===== src/rtl/clk_div_bank.sv =====
// clk_div_bank: bank of programmable clock-enable dividers. Each channel gives a square wave and
// an end-of-period tick; divisor updates land only at period boundaries, and a global sync realigns phase.
module clk_div_bank #(
  parameter int CHANNELS    = 4,
  parameter int CNT_W       = 16,
  parameter int DEFAULT_DIV = 2,
  localparam int CH_W       = (CHANNELS > 1) ? $clog2(CHANNELS) : 1
) (
  input  logic                i_clk,
  input  logic                i_rst_n,
  input  logic [CHANNELS-1:0] i_en,
  input  logic                i_sync,
  input  logic                i_cfg_valid,
  output logic                o_cfg_ready,
  input  logic [CH_W-1:0]     i_cfg_chan,
  input  logic [CNT_W-1:0]    i_cfg_div,
  output logic                o_cfg_err,
  output logic [CHANNELS-1:0] o_clk_slow,
  output logic [CHANNELS-1:0] o_tick
);

  logic [CHANNELS-1:0] w_hit;
  logic [CHANNELS-1:0] w_pend;
  logic                w_xfer;
  logic                w_bad;
  logic                r_err;

  // An out-of-range channel matches nothing, so it is always ready and always rejected.
  always_comb begin
    w_hit = '0;
    for (int i = 0; i < CHANNELS; i++) begin
      w_hit[i] = (i_cfg_chan == CH_W'(i));
    end
  end

  assign o_cfg_ready = ~|(w_hit & w_pend);
  assign w_xfer      = i_cfg_valid & o_cfg_ready;
  assign w_bad       = (i_cfg_div < CNT_W'(2)) | ~|w_hit;

  always_ff @(posedge i_clk or negedge i_rst_n) begin
    if (!i_rst_n) begin
      r_err <= 1'b0;
    end else begin
      r_err <= w_xfer & w_bad;
    end
  end

  assign o_cfg_err = r_err;

  for (genvar g = 0; g < CHANNELS; g++) begin : g_ch
    logic [CNT_W-1:0] r_div;
    logic [CNT_W-1:0] r_pdiv;
    logic [CNT_W-1:0] r_cnt;
    logic             r_pend;
    logic             r_slow;
    logic             r_tick;
    logic [CNT_W-1:0] w_div_n;
    logic [CNT_W-1:0] w_cnt_n;
    logic             w_last;
    logic             w_bound;
    logic             w_load;

    assign w_last  = (r_cnt == r_div - CNT_W'(1));
    assign w_bound = ~i_en[g] | i_sync | w_last;
    assign w_div_n = (w_bound & r_pend) ? r_pdiv : r_div;
    assign w_load  = w_xfer & w_hit[g] & ~w_bad;

    // Parking at D-1 while disabled makes the first enabled edge look like a natural wrap.
    always_comb begin
      w_cnt_n = r_cnt + CNT_W'(1);
      if (!i_en[g]) begin
        w_cnt_n = w_div_n - CNT_W'(1);
      end else if (w_bound) begin
        w_cnt_n = '0;
      end
    end

    always_ff @(posedge i_clk or negedge i_rst_n) begin
      if (!i_rst_n) begin
        r_div  <= CNT_W'(DEFAULT_DIV);
        r_pdiv <= CNT_W'(DEFAULT_DIV);
        r_cnt  <= CNT_W'(DEFAULT_DIV - 1);
        r_pend <= 1'b0;
        r_slow <= 1'b0;
        r_tick <= 1'b0;
      end else begin
        r_div  <= w_div_n;
        r_cnt  <= w_cnt_n;
        r_slow <= i_en[g] & (w_cnt_n < (w_div_n >> 1));
        r_tick <= i_en[g] & (w_cnt_n == w_div_n - CNT_W'(1));
        // A load can only happen with pend clear, so it never races an apply of the same channel.
        if (w_load) begin
          r_pdiv <= i_cfg_div;
          r_pend <= 1'b1;
        end else if (w_bound) begin
          r_pend <= 1'b0;
        end
      end
    end

    assign w_pend[g]     = r_pend;
    assign o_clk_slow[g] = r_slow;
    assign o_tick[g]     = r_tick;
  end

endmodule


===== config.mk =====
export PLATFORM = sky130hd
export DESIGN_NAME = clk_div_bank
export DESIGN_NICKNAME = d
export VERILOG_FILES = /design/src/rtl/clk_div_bank.sv
export SDC_FILE = /design/constraint.sdc
export NUM_CORES = 1
export LEC_CHECK = 0
export BUFFER_PORTS_ARGS = -buffer_cell sky130_fd_sc_hd__buf_4
export CAP_MARGIN = 20
export CORE_ASPECT_RATIO = 0.75
export CORE_MARGIN = 10
export CORE_UTILIZATION = 39
export DETAILED_ROUTE_END_ITERATION = 10
export SLEW_MARGIN = 25
export SYNTH_ARGS = -nofsm -noshare
export SYNTH_HDL_FRONTEND = slang
export SYNTH_SLANG_ARGS = --single-unit

===== constraint.sdc =====
create_clock -name i_clk -period 11.6 [get_ports i_clk]
set_clock_uncertainty 0.15 [all_clocks]
set_input_delay 1.16 -clock i_clk [delete_from_list [all_inputs] [get_ports i_clk]]
set_output_delay 1.16 -clock i_clk [all_outputs]
set_load 0.005 [all_outputs]

==> impl_results.md <==
- Part of the Yosys area used for sequential elements: 32.5%
- Antenna-violating nets left: 0
- Chip height: 194 µm
- Overall die area: 49100 µm²
- Compound-cell area share of the yosys netlist: 15.3%
- TritonCTS clock tree: built
- Crit path from: g_ch[1].r_div[0]
- First DRT Iteration DRCs: 1497
- Proportion of register bits with asynchronous set or reset after synthesis: 100%
- Post-Route Setup TNS: 0 ns
- Worst setup EP type: flip-flop
- Syn. warnings: 0
- Min-Delay Path Depth: 1
- Final Net Count: 1834
- Number of setup violations in the final report: 0
- Worst Reg2Reg Path Length in Cells: 26
- Total Wirelength: 47400 µm
- Worst Path Class, Setup: flip-flop to flip-flop
- Setup repair after global routing missed its margin: no
- Part of the power in combinational logic: 48.3%
- Number of sinks driven by the clock tree: 205
- Run status: finished, final reports clean
- Switching Fraction: 45.3%
- Post-cts hold buffer count: 0
- Share of the synthesized netlist area taken by xor and xnor gates: 12.6%
- Critical register-to-register path startpoint: g_ch[1].r_div[0]
- Post-CTS setup buffer count: 0
- # IOs: 36
- Clock Tree Root: sky130_fd_sc_hd__clkbuf_16
- Remaining DRCs: 0
- Hold WC Path Type: flip-flop to flip-flop
- CTS HTree Levels: 1
- Power share of the clock group: 18.8%
- Critical path data arrival time: 7.83 ns
- Total clock buffers created by CTS: 24
- Post-Route Utilization: 43.3%
- Initial antenna violation count: 1
- Number of instances in the synthesized netlist: 1777
- Number of instances resized during post-cts repair: 0
- Pwr per Cell Area: 253 nW/µm²
- Skew-Pair Late Insertion Delay: 0.55 ns
- Cell Area, Synth: 15800 µm²
- PortBufs: 35
- Largest net degree at the start of global routing: 106
- RePlAce Congestion: 0.922
- Part of the cycle the worst path needs: 64.8%
- Crit path launch type: flip-flop
- Total overflow reported by the global router: 0
- Switching power total: 1970 µW
- Clock period minus worst slack: 7.51 ns
- Reported leakage power: 0.00728 µW
- Top flip-flop cell by instance count after synthesis: sky130_fd_sc_hd__dfrtp_1
- Register bit count reported by yosys: 205
- Max-slew violation count: 0
- Area of the core: 39800 µm²
- Avg WL per Cell: 20.8 µm
- Portion of total power attributed to sequential cells: 32.9%
- Initial Util: 39.7%
- Max Clk Rate: 133 MHz
- Via density per instance: 5.98
- DR pass1 iterations: 6
- Buffer levels on the longest clock path: 3
- Main combinational cell family by area after synthesis: simple AND/OR/NAND/NOR gates
- Clock input transition at the sequential cells of the worst setup and hold paths: 0.06 ns
- Total nets after synthesis: 1870
- Number of enable-type register cells in the synthesized netlist: 0
- Number of standard-cell rows in the floorplan: 63
- Required @ worst endpoint: 11.92 ns
- Mean post-synth cell area: 8.90 µm²
- Width of the die: 252 µm
- Total global-route track usage: 19.0%
- Via count of the first global-routing pass: 13000
- Maximum fanout along the worst path: 32
- Slew at the pin with the worst max-slew slack: 0.990 ns
- Area added between synthesis and finish: 8.92%
- Total internal power: 2380 µW
- Min-Delay Startpoint: g_ch[0].r_pdiv[14]
- Worst voltage drop across the vdd grid: 0.129 mV
- Overall power consumption: 4350 µW
- Layout cell share with drive strength beyond 1: 12.1%
- Max_cap viols: 0
- Multiplexer fraction of the synthesized cell area: 10.5%
- Area fraction in and, or, nand and nor cells after synthesis: 18.2%
- Hold violation count in the final report: 0
- Overall via count from detail_route: 13600
- Max-Slew Margin vs Limit: 32.3%
- Unique masters post-synth: 83
- Final HPWL from detailed placement: 35800 µm
- First-pass GRT wire length: 75500 µm
- Adder-cell share of the synthesized area: 5.37%
==> worst paths after layout <==
check                                      to  slack (ns)
max                            g_ch[1].r_slow        4.09
min                        g_ch[0].r_pdiv[14]        0.36
max reg2reg                    g_ch[1].r_slow        4.09
min reg2reg                g_ch[0].r_pdiv[14]        0.36
max in group asynchronous  g_ch[3].r_pdiv[13]        8.83
min in group asynchronous   g_ch[0].r_cnt[13]        0.55
==> placed cells by master, fill, tap and decap left out, drive strengths merged, types with 9 or more instances in the layout <==
master | synthesis | routed
clkbuf | 81 | 31
o2111ai | 9 | 9
o211ai | 15 | 15
ha | 67 | 67
or4 | 16 | 16
nor3 | 50 | 50
xnor2 | 130 | 130
inv | 112 | 112
a31oi | 19 | 19
nor4 | 39 | 39
or2 | 12 | 12
o21ai | 68 | 68
mux2 | 79 | 79
and3 | 18 | 18
buf | 27 | 46
nand3 | 49 | 49
dfrtp | 193 | 193
xor2 | 92 | 92
a2111oi | 9 | 9
nand4 | 30 | 30
nand2b | 26 | 26
a21oi | 58 | 58
nand2 | 105 | 105
nand3b | 11 | 11
or3 | 21 | 21
nor2b | 18 | 18
a21o | 21 | 21
mux2i | 74 | 74
o21a | 10 | 10
dfstp | 12 | 12
o22ai | 50 | 50
nor2 | 128 | 128
==> critical path, stage by stage (launching register included) <==
cell	delay [ns]
sky130_fd_sc_hd__dfrtp_1	0.43
sky130_fd_sc_hd__inv_1	0.11
sky130_fd_sc_hd__ha_1	0.22
sky130_fd_sc_hd__or4b_4	0.53
sky130_fd_sc_hd__or4_1	0.51
sky130_fd_sc_hd__a2111oi_2	0.39
sky130_fd_sc_hd__o221ai_1	0.21
sky130_fd_sc_hd__o311ai_4	0.24
sky130_fd_sc_hd__buf_4	0.35
sky130_fd_sc_hd__and2_1	0.43
sky130_fd_sc_hd__nor2_1	0.07
sky130_fd_sc_hd__a21oi_1	0.27
sky130_fd_sc_hd__ha_1	0.42
sky130_fd_sc_hd__nor3b_1	0.59
sky130_fd_sc_hd__nand3_1	0.15
sky130_fd_sc_hd__mux2i_1	0.19
sky130_fd_sc_hd__xnor2_1	0.19
sky130_fd_sc_hd__inv_1	0.06
sky130_fd_sc_hd__o21ai_0	0.28
sky130_fd_sc_hd__ha_1	0.31
sky130_fd_sc_hd__a21o_1	0.16
sky130_fd_sc_hd__a21oi_1	0.17
sky130_fd_sc_hd__o21a_1	0.14
sky130_fd_sc_hd__nor2_1	0.03
sky130_fd_sc_hd__or4_1	0.40
sky130_fd_sc_hd__a211o_1	0.28
sky130_fd_sc_hd__a31oi_1	0.15
==> metrics by stage <==
step	instance area, µm²	worst slack (ns)	std cells	hold slack, ns
detailed placement	16400	4.18	2235	0.351
finish	17200	4.09	2278	0.362
floorplan	15800	5.31	1777	0.329
global route	17200	3.46	2278	0.389
global placement	16400	4.36	2235	0.344
CTS	17200	4.12	2277	0.366
==> per-layer routing <==
metal,global-route usage [%],vias to the layer above,routed length (µm)
met1,28.8,6618,22900
li1,-,6329,-
met4,4.59,0,1170
met5,0,-,0
met2,26.7,587,19200
met3,3.80,78,4140
==> cells in the mapped netlist, types with 19 or more instances <==
master	number	area [µm²]
sky130_fd_sc_hd__inv_1	112	420
sky130_fd_sc_hd__a31oi_1	19	119
sky130_fd_sc_hd__nand3_1	49	245
sky130_fd_sc_hd__xnor2_1	130	1140
sky130_fd_sc_hd__nand2b_1	26	163
sky130_fd_sc_hd__mux2i_1	74	741
sky130_fd_sc_hd__mux2_2	79	890
sky130_fd_sc_hd__xor2_1	92	806
sky130_fd_sc_hd__a21o_1	21	158
sky130_fd_sc_hd__nor2_1	128	480
sky130_fd_sc_hd__dfrtp_1	193	4830
sky130_fd_sc_hd__or3_1	21	131
sky130_fd_sc_hd__a21oi_1	58	290
sky130_fd_sc_hd__nor4_1	37	231
sky130_fd_sc_hd__nand4_1	30	188
sky130_fd_sc_hd__nand2_1	104	390
sky130_fd_sc_hd__ha_1	67	838
sky130_fd_sc_hd__clkbuf_1	81	304
sky130_fd_sc_hd__o21ai_0	66	330
sky130_fd_sc_hd__nor3_1	49	245
sky130_fd_sc_hd__o22ai_1	50	313
==> sequential cells by signal (all words and copies together) (netlist names) <==
name	flops
g_ch.r_slow	4
g_ch.r_pdiv	64
o_cfg_err	1
g_ch.r_cnt	64
g_ch.r_tick	4
g_ch.r_div	64
g_ch.r_pend	4
==> final cells by class <==
type                       instances  area, µm²
tap                              520        651
clock buffer                      31        667
sequential                       205       5140
clock inverter                    11        169
fill                            3836      22600
timing repair buffer              46        353
antenna                            1       2.50
inverter                         112        420
multi-input combinational       1352       9810
==> kinds of logic (layout without fill, tap and decap cells) <==
group	after synthesis	count (layout)
AND/OR/NAND/NOR	553	553
AO/OA/AOI/OAI	353	353
XOR/XNOR	224	224
buffers and inverters	220	200
flip-flops	205	205
multiplexers	154	154
adder cells (fa/ha/maj)	68	68
other	0	1
==> power by group through the flow <==
stage          Clock (µW)  Sequential, µW  Combinational (µW)
2_1_floorplan           0            1160                1740
3_3_place_gp            0            1420                2040
3_5_place_dp            0            1420                2060
4_1_cts               839            1410                2070
5_1_grt               866            1480                2330
6_report              817            1430                2100
Power figures use the tool's default switching activity.
